<file path="src/rtl/ascon_pkg.sv">
`default_nettype none
// +------------------------------------------------------------------+
// | ascon_pkg                                                        |
// | Shared Ascon state types plus serializer FSM and index types.    |
// | Revision: 1.0                                                    |
// +------------------------------------------------------------------+
package ascon_pkg;

   localparam int WORD_WIDTH  = 64;
   localparam int NUM_WORDS   = 5;
   localparam int STATE_WIDTH = WORD_WIDTH * NUM_WORDS;

   typedef logic [WORD_WIDTH-1:0]                 ascon_word_t;
   // Index 0 of the packed array is S0, occupying bits [63:0].
   typedef logic [NUM_WORDS-1:0][WORD_WIDTH-1:0]  ascon_state_t;
   typedef logic [2:0]                            word_idx_t;

   typedef enum logic [0:0] {
      SER_IDLE = 1'b0,
      SER_SEND = 1'b1
   } ser_state_e;

endpackage
`default_nettype wire

</file>
<file path="src/rtl/ascon_state_serializer_if.sv">
`default_nettype none
// +------------------------------------------------------------------+
// | ascon_state_serializer_if                                        |
// | State-in / word-out stream bundle for the state serializer.      |
// | Revision: 1.0                                                    |
// +------------------------------------------------------------------+
interface ascon_state_serializer_if;
   import ascon_pkg::*;

   logic         s_valid;
   logic         s_ready;
   ascon_state_t s_state;
   logic         m_valid;
   logic         m_ready;
   ascon_word_t  m_word;
   word_idx_t    m_idx;
   logic         m_last;

   // The serializer itself sits on the slave side of this bundle.
   modport slave (
      input  s_valid, s_state, m_ready,
      output s_ready, m_valid, m_word, m_idx, m_last
   );

   modport master (
      output s_valid, s_state, m_ready,
      input  s_ready, m_valid, m_word, m_idx, m_last
   );

endinterface
`default_nettype wire

</file>
<file path="src/rtl/ascon_state_serializer.sv">
`default_nettype none
// +------------------------------------------------------------------+
// | ascon_state_serializer                                           |
// | Captures a 320-bit Ascon state, emits S0..S{NUM_OUT-1} in order. |
// | Revision: 1.0                                                    |
// +------------------------------------------------------------------+
module ascon_state_serializer
   import ascon_pkg::*;
#(
   parameter int NUM_OUT = 5
) (
   input  wire logic               clk,
   input  wire logic               rst,
   ascon_state_serializer_if.slave bus,
   output logic                    busy
);

   localparam word_idx_t LAST_IDX = word_idx_t'(NUM_OUT - 1);

   ser_state_e   r_state;
   word_idx_t    r_cnt;
   ascon_state_t r_data;
   logic         r_s_ready;

   // s_ready has its own register so it stays low while rst is high
   // and only rises on the first clock after release.
   always_ff @(posedge clk or posedge rst) begin
      if (rst) begin
         r_state   <= SER_IDLE;
         r_cnt     <= '0;
         r_data    <= '0;
         r_s_ready <= 1'b0;
      end else begin
         case (r_state)
            SER_IDLE: begin
               if (bus.s_valid && r_s_ready) begin
                  r_data    <= bus.s_state;
                  r_cnt     <= '0;
                  r_s_ready <= 1'b0;
                  r_state   <= SER_SEND;
               end else begin
                  r_s_ready <= 1'b1;
               end
            end
            SER_SEND: begin
               if (bus.m_ready) begin
                  if (r_cnt == LAST_IDX) begin
                     r_cnt     <= '0;
                     r_s_ready <= 1'b1;
                     r_state   <= SER_IDLE;
                  end else begin
                     r_cnt <= r_cnt + 3'd1;
                  end
               end
            end
            default: begin
               r_state <= SER_IDLE;
            end
         endcase
      end
   end

   assign bus.s_ready = r_s_ready;
   assign bus.m_valid = (r_state == SER_SEND);
   assign bus.m_word  = r_data[r_cnt];
   assign bus.m_idx   = r_cnt;
   assign bus.m_last  = (r_state == SER_SEND) && (r_cnt == LAST_IDX);
   assign busy        = (r_state == SER_SEND);

endmodule
`default_nettype wire
</file>
<file path="src/flat_wrapper.sv">
// flat-port wrapper written by rule: the top's interface ports become plain ports
module ascon_state_serializer_flat import ascon_pkg::*;
#(
   parameter int NUM_OUT = 5
)
  (clk, rst, busy, bus_s_valid, bus_s_state, bus_m_ready, bus_s_ready, bus_m_valid, bus_m_word, bus_m_idx, bus_m_last);
  ascon_state_serializer_if bus_i ();
  input  wire logic clk;
  input  wire logic rst;
  output logic busy;
  input wire logic [$bits(bus_i.s_valid)-1:0] bus_s_valid;
  input wire logic [$bits(bus_i.s_state)-1:0] bus_s_state;
  input wire logic [$bits(bus_i.m_ready)-1:0] bus_m_ready;
  output wire logic [$bits(bus_i.s_ready)-1:0] bus_s_ready;
  output wire logic [$bits(bus_i.m_valid)-1:0] bus_m_valid;
  output wire logic [$bits(bus_i.m_word)-1:0] bus_m_word;
  output wire logic [$bits(bus_i.m_idx)-1:0] bus_m_idx;
  output wire logic [$bits(bus_i.m_last)-1:0] bus_m_last;
  assign bus_i.s_valid = bus_s_valid;
  assign bus_i.s_state = bus_s_state;
  assign bus_i.m_ready = bus_m_ready;
  assign bus_s_ready = bus_i.s_ready;
  assign bus_m_valid = bus_i.m_valid;
  assign bus_m_word = bus_i.m_word;
  assign bus_m_idx = bus_i.m_idx;
  assign bus_m_last = bus_i.m_last;
  ascon_state_serializer #(.NUM_OUT(NUM_OUT)) u_core (.clk(clk), .rst(rst), .bus(bus_i), .busy(busy));
endmodule
</file>
<file path="config.mk">
export PLATFORM = sky130hd
export DESIGN_NAME = ascon_state_serializer_flat
export DESIGN_NICKNAME = d
export VERILOG_FILES = /design/src/rtl/ascon_pkg.sv /design/src/rtl/ascon_state_serializer_if.sv /design/src/rtl/ascon_state_serializer.sv /design/src/flat_wrapper.sv
export SDC_FILE = /design/constraint.sdc
export NUM_CORES = 1
export LEC_CHECK = 0
export CAP_MARGIN = 10
export CELL_PAD_IN_SITES_DETAIL_PLACEMENT = 1
export CELL_PAD_IN_SITES_GLOBAL_PLACEMENT = 1
export CORE_MARGIN = 4
export CORE_UTILIZATION = 30
export CTS_CLUSTER_DIAMETER = 50
export DETAILED_ROUTE_END_ITERATION = 8
export PLACE_DENSITY_LB_ADDON = 0.25
export SETUP_SLACK_MARGIN = 0.3
export SLEW_MARGIN = 20
export SYNTH_ARGS = -nofsm -noshare
export SYNTH_HDL_FRONTEND = slang
export SYNTH_SLANG_ARGS = --single-unit
</file>
<file path="constraint.sdc">
create_clock -name clk -period 38.5 [get_ports clk]
set_clock_uncertainty 0.15 [all_clocks]
set_input_delay 11.55 -clock clk [delete_from_list [all_inputs] [get_ports clk]]
set_output_delay 11.55 -clock clk [all_outputs]
set_load 0.01 [all_outputs]
</file>
# --- Word level (Yosys, flattened, before mapping) ---
# Cells that the tools add are included.
op_classes:
  mux: 14
  n_lt_le_gt_ge: 1
  addsub: 1
  reduce_logical: 5
  bitwise: 1
  n_eq_ne: 4
ops:
  columns: ["operator", "n"]
  rows:
  - ["$bmux W64 S3", 1]
  - ["$mux W64", 1]
  - ["$mux W3", 3]
  - ["$mux W1", 6]
  - ["$pmux W3 S2", 1]
  - ["$reduce_and A2 Y1", 3]
  - ["$lt A3 B4 Y1 const B", 1]
  - ["$ne A2 B2 Y1 const B", 2]
  - ["$pmux W1 S2", 2]
  - ["$add A3 B1 Y3 const B", 1]
  - ["$eq A3 B3 Y1 const B", 1]
  - ["$logic_and A1 B1 Y1", 2]
  - ["$ne A2 B1 Y1 const B", 1]
  - ["$not A1 Y1", 1]
totals:
  register_bits: 325
  output_inout_bits: 71
  inputBits: 324

# --- Longest topological paths before layout ---
logic_depth:
  depth_word: 4
  mapped_depth: 8

# --- Worst setup path before layout ---
# OpenSTA, ideal clock, no wires.
synth_timing:
  path_kind: "flip-flop to output port"
  startpoint: "reg u_core.r_cnt[0] (netlist: u_core.bus.m_idx[0])"
  endpoint: "out bus_m_word[47]"
  t_required_ns: 26.800
  setup_slack_ns: 25.361
  t_arrival_ns: 1.439
  stages_incl_launch_ff: 7
  path_buffers: 3
  path_cell_list: "dfrtp_1 buf_2 buf_6 buf_4 mux2i_1 nor2_1 a221o_1"
synth_between:
  elab_chain_len: 2
synth_lines:
  columns: ["item", "line", "text"]
  rows:
  - ["start, declared", "ascon_state_serializer.sv:21", "word_idx_t r_cnt;"]
  - ["start signal, assigned", "ascon_state_serializer.sv:52", "r_cnt <= r_cnt + 3'd1;"]
  - ["$bmux W64 S3", "ascon_state_serializer.sv:65", "assign bus.m_word = r_data[r_cnt];"]
  - ["$mux W64 (not written as such)", "ascon_state_serializer.sv:65", null]
  - ["end, declared", "flat_wrapper.sv:16", "output wire logic [$bits(bus_i.m_word)-1:0] bus_m_word;"]
# Every way passes these cells. The select of a mux whose other input is x is not followed.

# --- Final worst setup path ---
layout_timing:
  startpoint: "reg u_core.r_cnt[0] (netlist: u_core.bus.m_idx[0])"
  endpoint: "out bus_m_word[42]"
# The elaborated chain is that of the path after synthesis.

==> impl_metrics.env <==
export IMPL_viasPerCell=4.71
export IMPL_cts_num_sinks=325
export IMPL_met1_usage_pct=21.0
export IMPL_synth_top_cells_by_count="dfrtp_1, mux2_4, mux2_2"
export IMPL_die_x_um=237
export IMPL_regToRegSetupSlack_ps=34810
export IMPL_slowest_delay_ps=920
export IMPL_grt_met2_usage_pct=26.3
export IMPL_htree_num_levels=2
export IMPL_ys_ff_latch=325
export IMPL_gp_congestion=0.789
export IMPL_critPathSlowestCell="nor2_4"
export IMPL_hold_viol_final=0
export IMPL_synth_area_top_cells="dfrtp_1, mux2_4, mux2_2"
export IMPL_antenna_found_initial=19
export IMPL_portBuffers=394
export IMPL_fill_cells=5277
export IMPL_cts_buffers=46
export IMPL_multiInputGateArea_mm2=0.00698
export IMPL_crit_chain="nor2_4 -> buf_4 -> a221o_1 -> clkdlybuf4s50_1"
export IMPL_min_path_type="flop to flop"
export IMPL_p_sw_uw=594
export IMPL_yosysUniqueCellTypes=27
export IMPL_root_buffer="clkbuf_16"
export IMPL_relSlewSlack_pct=28.2
export IMPL_reg2reg_from="u_core.bus.m_valid$_DFF_PP0_"
export IMPL_die_h_um=237
export IMPL_critPathLaunch="u_core.bus.m_idx[0]$_DFFE_PP0P_"
export IMPL_clock_fmax_ghz=0.0651
export IMPL_top_usage_layer="met2"
export IMPL_endpoint_kind="primary output"
export IMPL_wl_um=47600
export IMPL_area_growth_syn_to_layout_pct=36.9
export IMPL_post_route_drc_count=0
export IMPL_cellPowerDensity_mw_per_mm2=88.2
export IMPL_rows=83
export IMPL_layout_nets=1707
export IMPL_ys_flop_type="dfrtp_1"
export IMPL_grtUsageMet3_pct=6.45
export IMPL_synth_edf_count=0
export IMPL_period_share_pct=39.9
export IMPL_design_core_area_mm2=0.0517
export IMPL_cp_endpoint="bus_m_word[42]"
export IMPL_yosysTopAreaCell="dfrtp_1"
export IMPL_status="finished clean"
export IMPL_crit_path_max_fanout=34
export IMPL_worstMarginPinSlew_ps=1070
export IMPL_clk_transition_reported_paths_ps=50
export IMPL_leakage_nw=9.86
export IMPL_track_usage_pct=16.4
export IMPL_worst_path_stages=4
export IMPL_wl_per_cell_um=22.6
export IMPL_cap_violations=0
export IMPL_layout_drive_gt1_share_pct=33.8
export IMPL_avgSynthCellArea_um2=15.8
export IMPL_die_area_mm2=0.0563
export IMPL_finalWorstSetupSlack_ps=23130
export IMPL_drv_slew=0
export IMPL_clockPowerShare_pct=22.4
export IMPL_total_power_mw=1.91
export IMPL_io_pins=395
export IMPL_setup_tns_final_ps=0
export IMPL_hold_ws_ps=353
export IMPL_regArea_mm2=0.00814
export IMPL_crit_arrival_ps=3670
export IMPL_r2r_cells=4
export IMPL_critPathBufInv=2
export IMPL_clk_latency_ps=550
export IMPL_globalRoute_totalOverflow=0
export IMPL_cts_tree="yes"
export IMPL_async_reset_ff_share_pct=100
export IMPL_grt_pass1_vias=11400
export IMPL_crit_family="buffers and inverters"
export IMPL_start_util_pct=30.5
export IMPL_grt_max_degree=123
export IMPL_ys_seq_area_share_pct=51.5
export IMPL_preCtsSetupSlack_ps=23410
export IMPL_firstDrtPassIters=6
export IMPL_regToRegEndpoint="u_core.r_data[103]$_DFFE_PP0P_"
export IMPL_critPathKind="flop to primary output"
export IMPL_synth_most_common_cell="dfrtp_1"
export IMPL_hpwlAfterDp_um=32100
export IMPL_p_comb_share_pct=44.2
export IMPL_critPathRequiredTime_ps=26800
export IMPL_post_cts_resized=0
export IMPL_synth_fp_nets=1327
export IMPL_seq_power_share_pct=33.4
export IMPL_postCtsHoldBufs=0
export IMPL_clockBufferDepth=3
export IMPL_ant_nets=0
export IMPL_grt_setup_unrepaired="false"
export IMPL_finalCriticalPeriod_ps=15370
export IMPL_setup_viol=0
export IMPL_final_area_mm2=0.0216
export IMPL_grt_pass1_wl_um=72400
export IMPL_internal_power_mw=1.31
export IMPL_syn_area_mm2=0.0158
export IMPL_post_dp_cell_area_mm2=0.0200
export IMPL_postCtsSetupBuffers=0
export IMPL_drt_iter0_drc=460
export IMPL_ir_worst_vdd_v=0.0000515
export IMPL_netlist_area_leader_share_pct=51.5
export IMPL_switching_share_pct=31.2
export IMPL_via_count=9910
export IMPL_ys_warn_count=0
export IMPL_synth_cells=1001
export IMPL_start_kind="flop"
worst register-to-register path: cells and delay by family, from the launching register on:
family,cells,cell delay (ps)
flip-flops,1,580
buffers and inverters,2,1540
multiplexers,1,500
AND/OR/NAND/NOR,1,820
metrics by stage:
| stage | utilization, % | cells |
|---|---|---|
| 2_1_floorplan | - | 1001 |
| 3_3_place_gp | 38.8 | 2013 |
| 3_5_place_dp | 38.8 | 2013 |
| 4_1_cts | 41.7 | 2094 |
| 5_1_grt | 41.8 | 2098 |
| 6_report | 41.8 | 2104 |
flip-flops by register name, summed over array words and instances, names as in the netlist:
register	flops
u_core.bus.s_ready	1
u_core.r_data	320
u_core.bus.m_valid	1
u_core.bus.m_idx	3
worst min-delay path by stage:
stage,startpoint,end,slack (ps),depth (start not counted)
3_5_place_dp,u_core.r_data[303]$_DFFE_PP0P_,u_core.r_data[303]$_DFFE_PP0P_,340,1
5_1_grt,u_core.r_data[307]$_DFFE_PP0P_,u_core.r_data[307]$_DFFE_PP0P_,360,1
2_1_floorplan,u_core.r_data[62]$_DFFE_PP0P_,u_core.r_data[62]$_DFFE_PP0P_,320,1
3_3_place_gp,u_core.r_data[61]$_DFFE_PP0P_,u_core.r_data[61]$_DFFE_PP0P_,340,1
4_1_cts,u_core.r_data[268]$_DFFE_PP0P_,u_core.r_data[268]$_DFFE_PP0P_,360,1
6_report,u_core.r_data[190]$_DFFE_PP0P_,u_core.r_data[190]$_DFFE_PP0P_,350,1
power groups by stage:
stage,registers (mW),clock network (mW),logic [mW]
2_1_floorplan,0.587,0,0.604
3_3_place_gp,0.634,0,0.842
3_5_place_dp,0.639,0,0.852
4_1_cts,0.637,0.440,0.858
5_1_grt,0.659,0.455,0.900
6_report,0.636,0.427,0.843
layout by cell type (no fill, tap or decap), drive strengths merged:
master,count
clkdlybuf4s50,394
mux2,384
dfrtp,325
mux2i,63
nor2,63
a221o,62
clkbuf,61
buf,12
clkinv,12
diode,10
inv,6
nand2,5
bufinv,4
a31oi,3
nand3,3
o21ai,2
ha,2
nor3b,2
nand3b,1
and3b,1
a21oi,1
o22ai,1
nand2b,1
a22oi,1
and3,1
o21a,1
or3,1
a211o,1
clkinvlp,1
metal layers:
layer	routed length [µm]	share of wire, %
met4	735	1.5
met2	22000	46
met3	4040	8.5
met1	20600	43
met5	138	0.29
kinds of logic after synthesis:
group | count (synthesis) | share of synthesized area [%]
AO/OA/AOI/OAI | 72 | 4.34
buffers and inverters | 77 | 4.38
adder cells (fa/ha/maj) | 2 | 0.159
AND/OR/NAND/NOR | 78 | 2.11
flip-flops | 325 | 51.5
multiplexers | 447 | 37.5
final cells by class:
type | instances | share of cell area (%)
inverter | 3 | 0.0869
tap | 680 | 3.94
antenna | 10 | 0.116
timing repair buffer | 406 | 18.8
multi-input combinational | 599 | 32.3
clock buffer | 61 | 6.00
sequential | 325 | 37.7
clock inverter | 20 | 1.11
No activity file was read; power rests on OpenSTA's default activity.
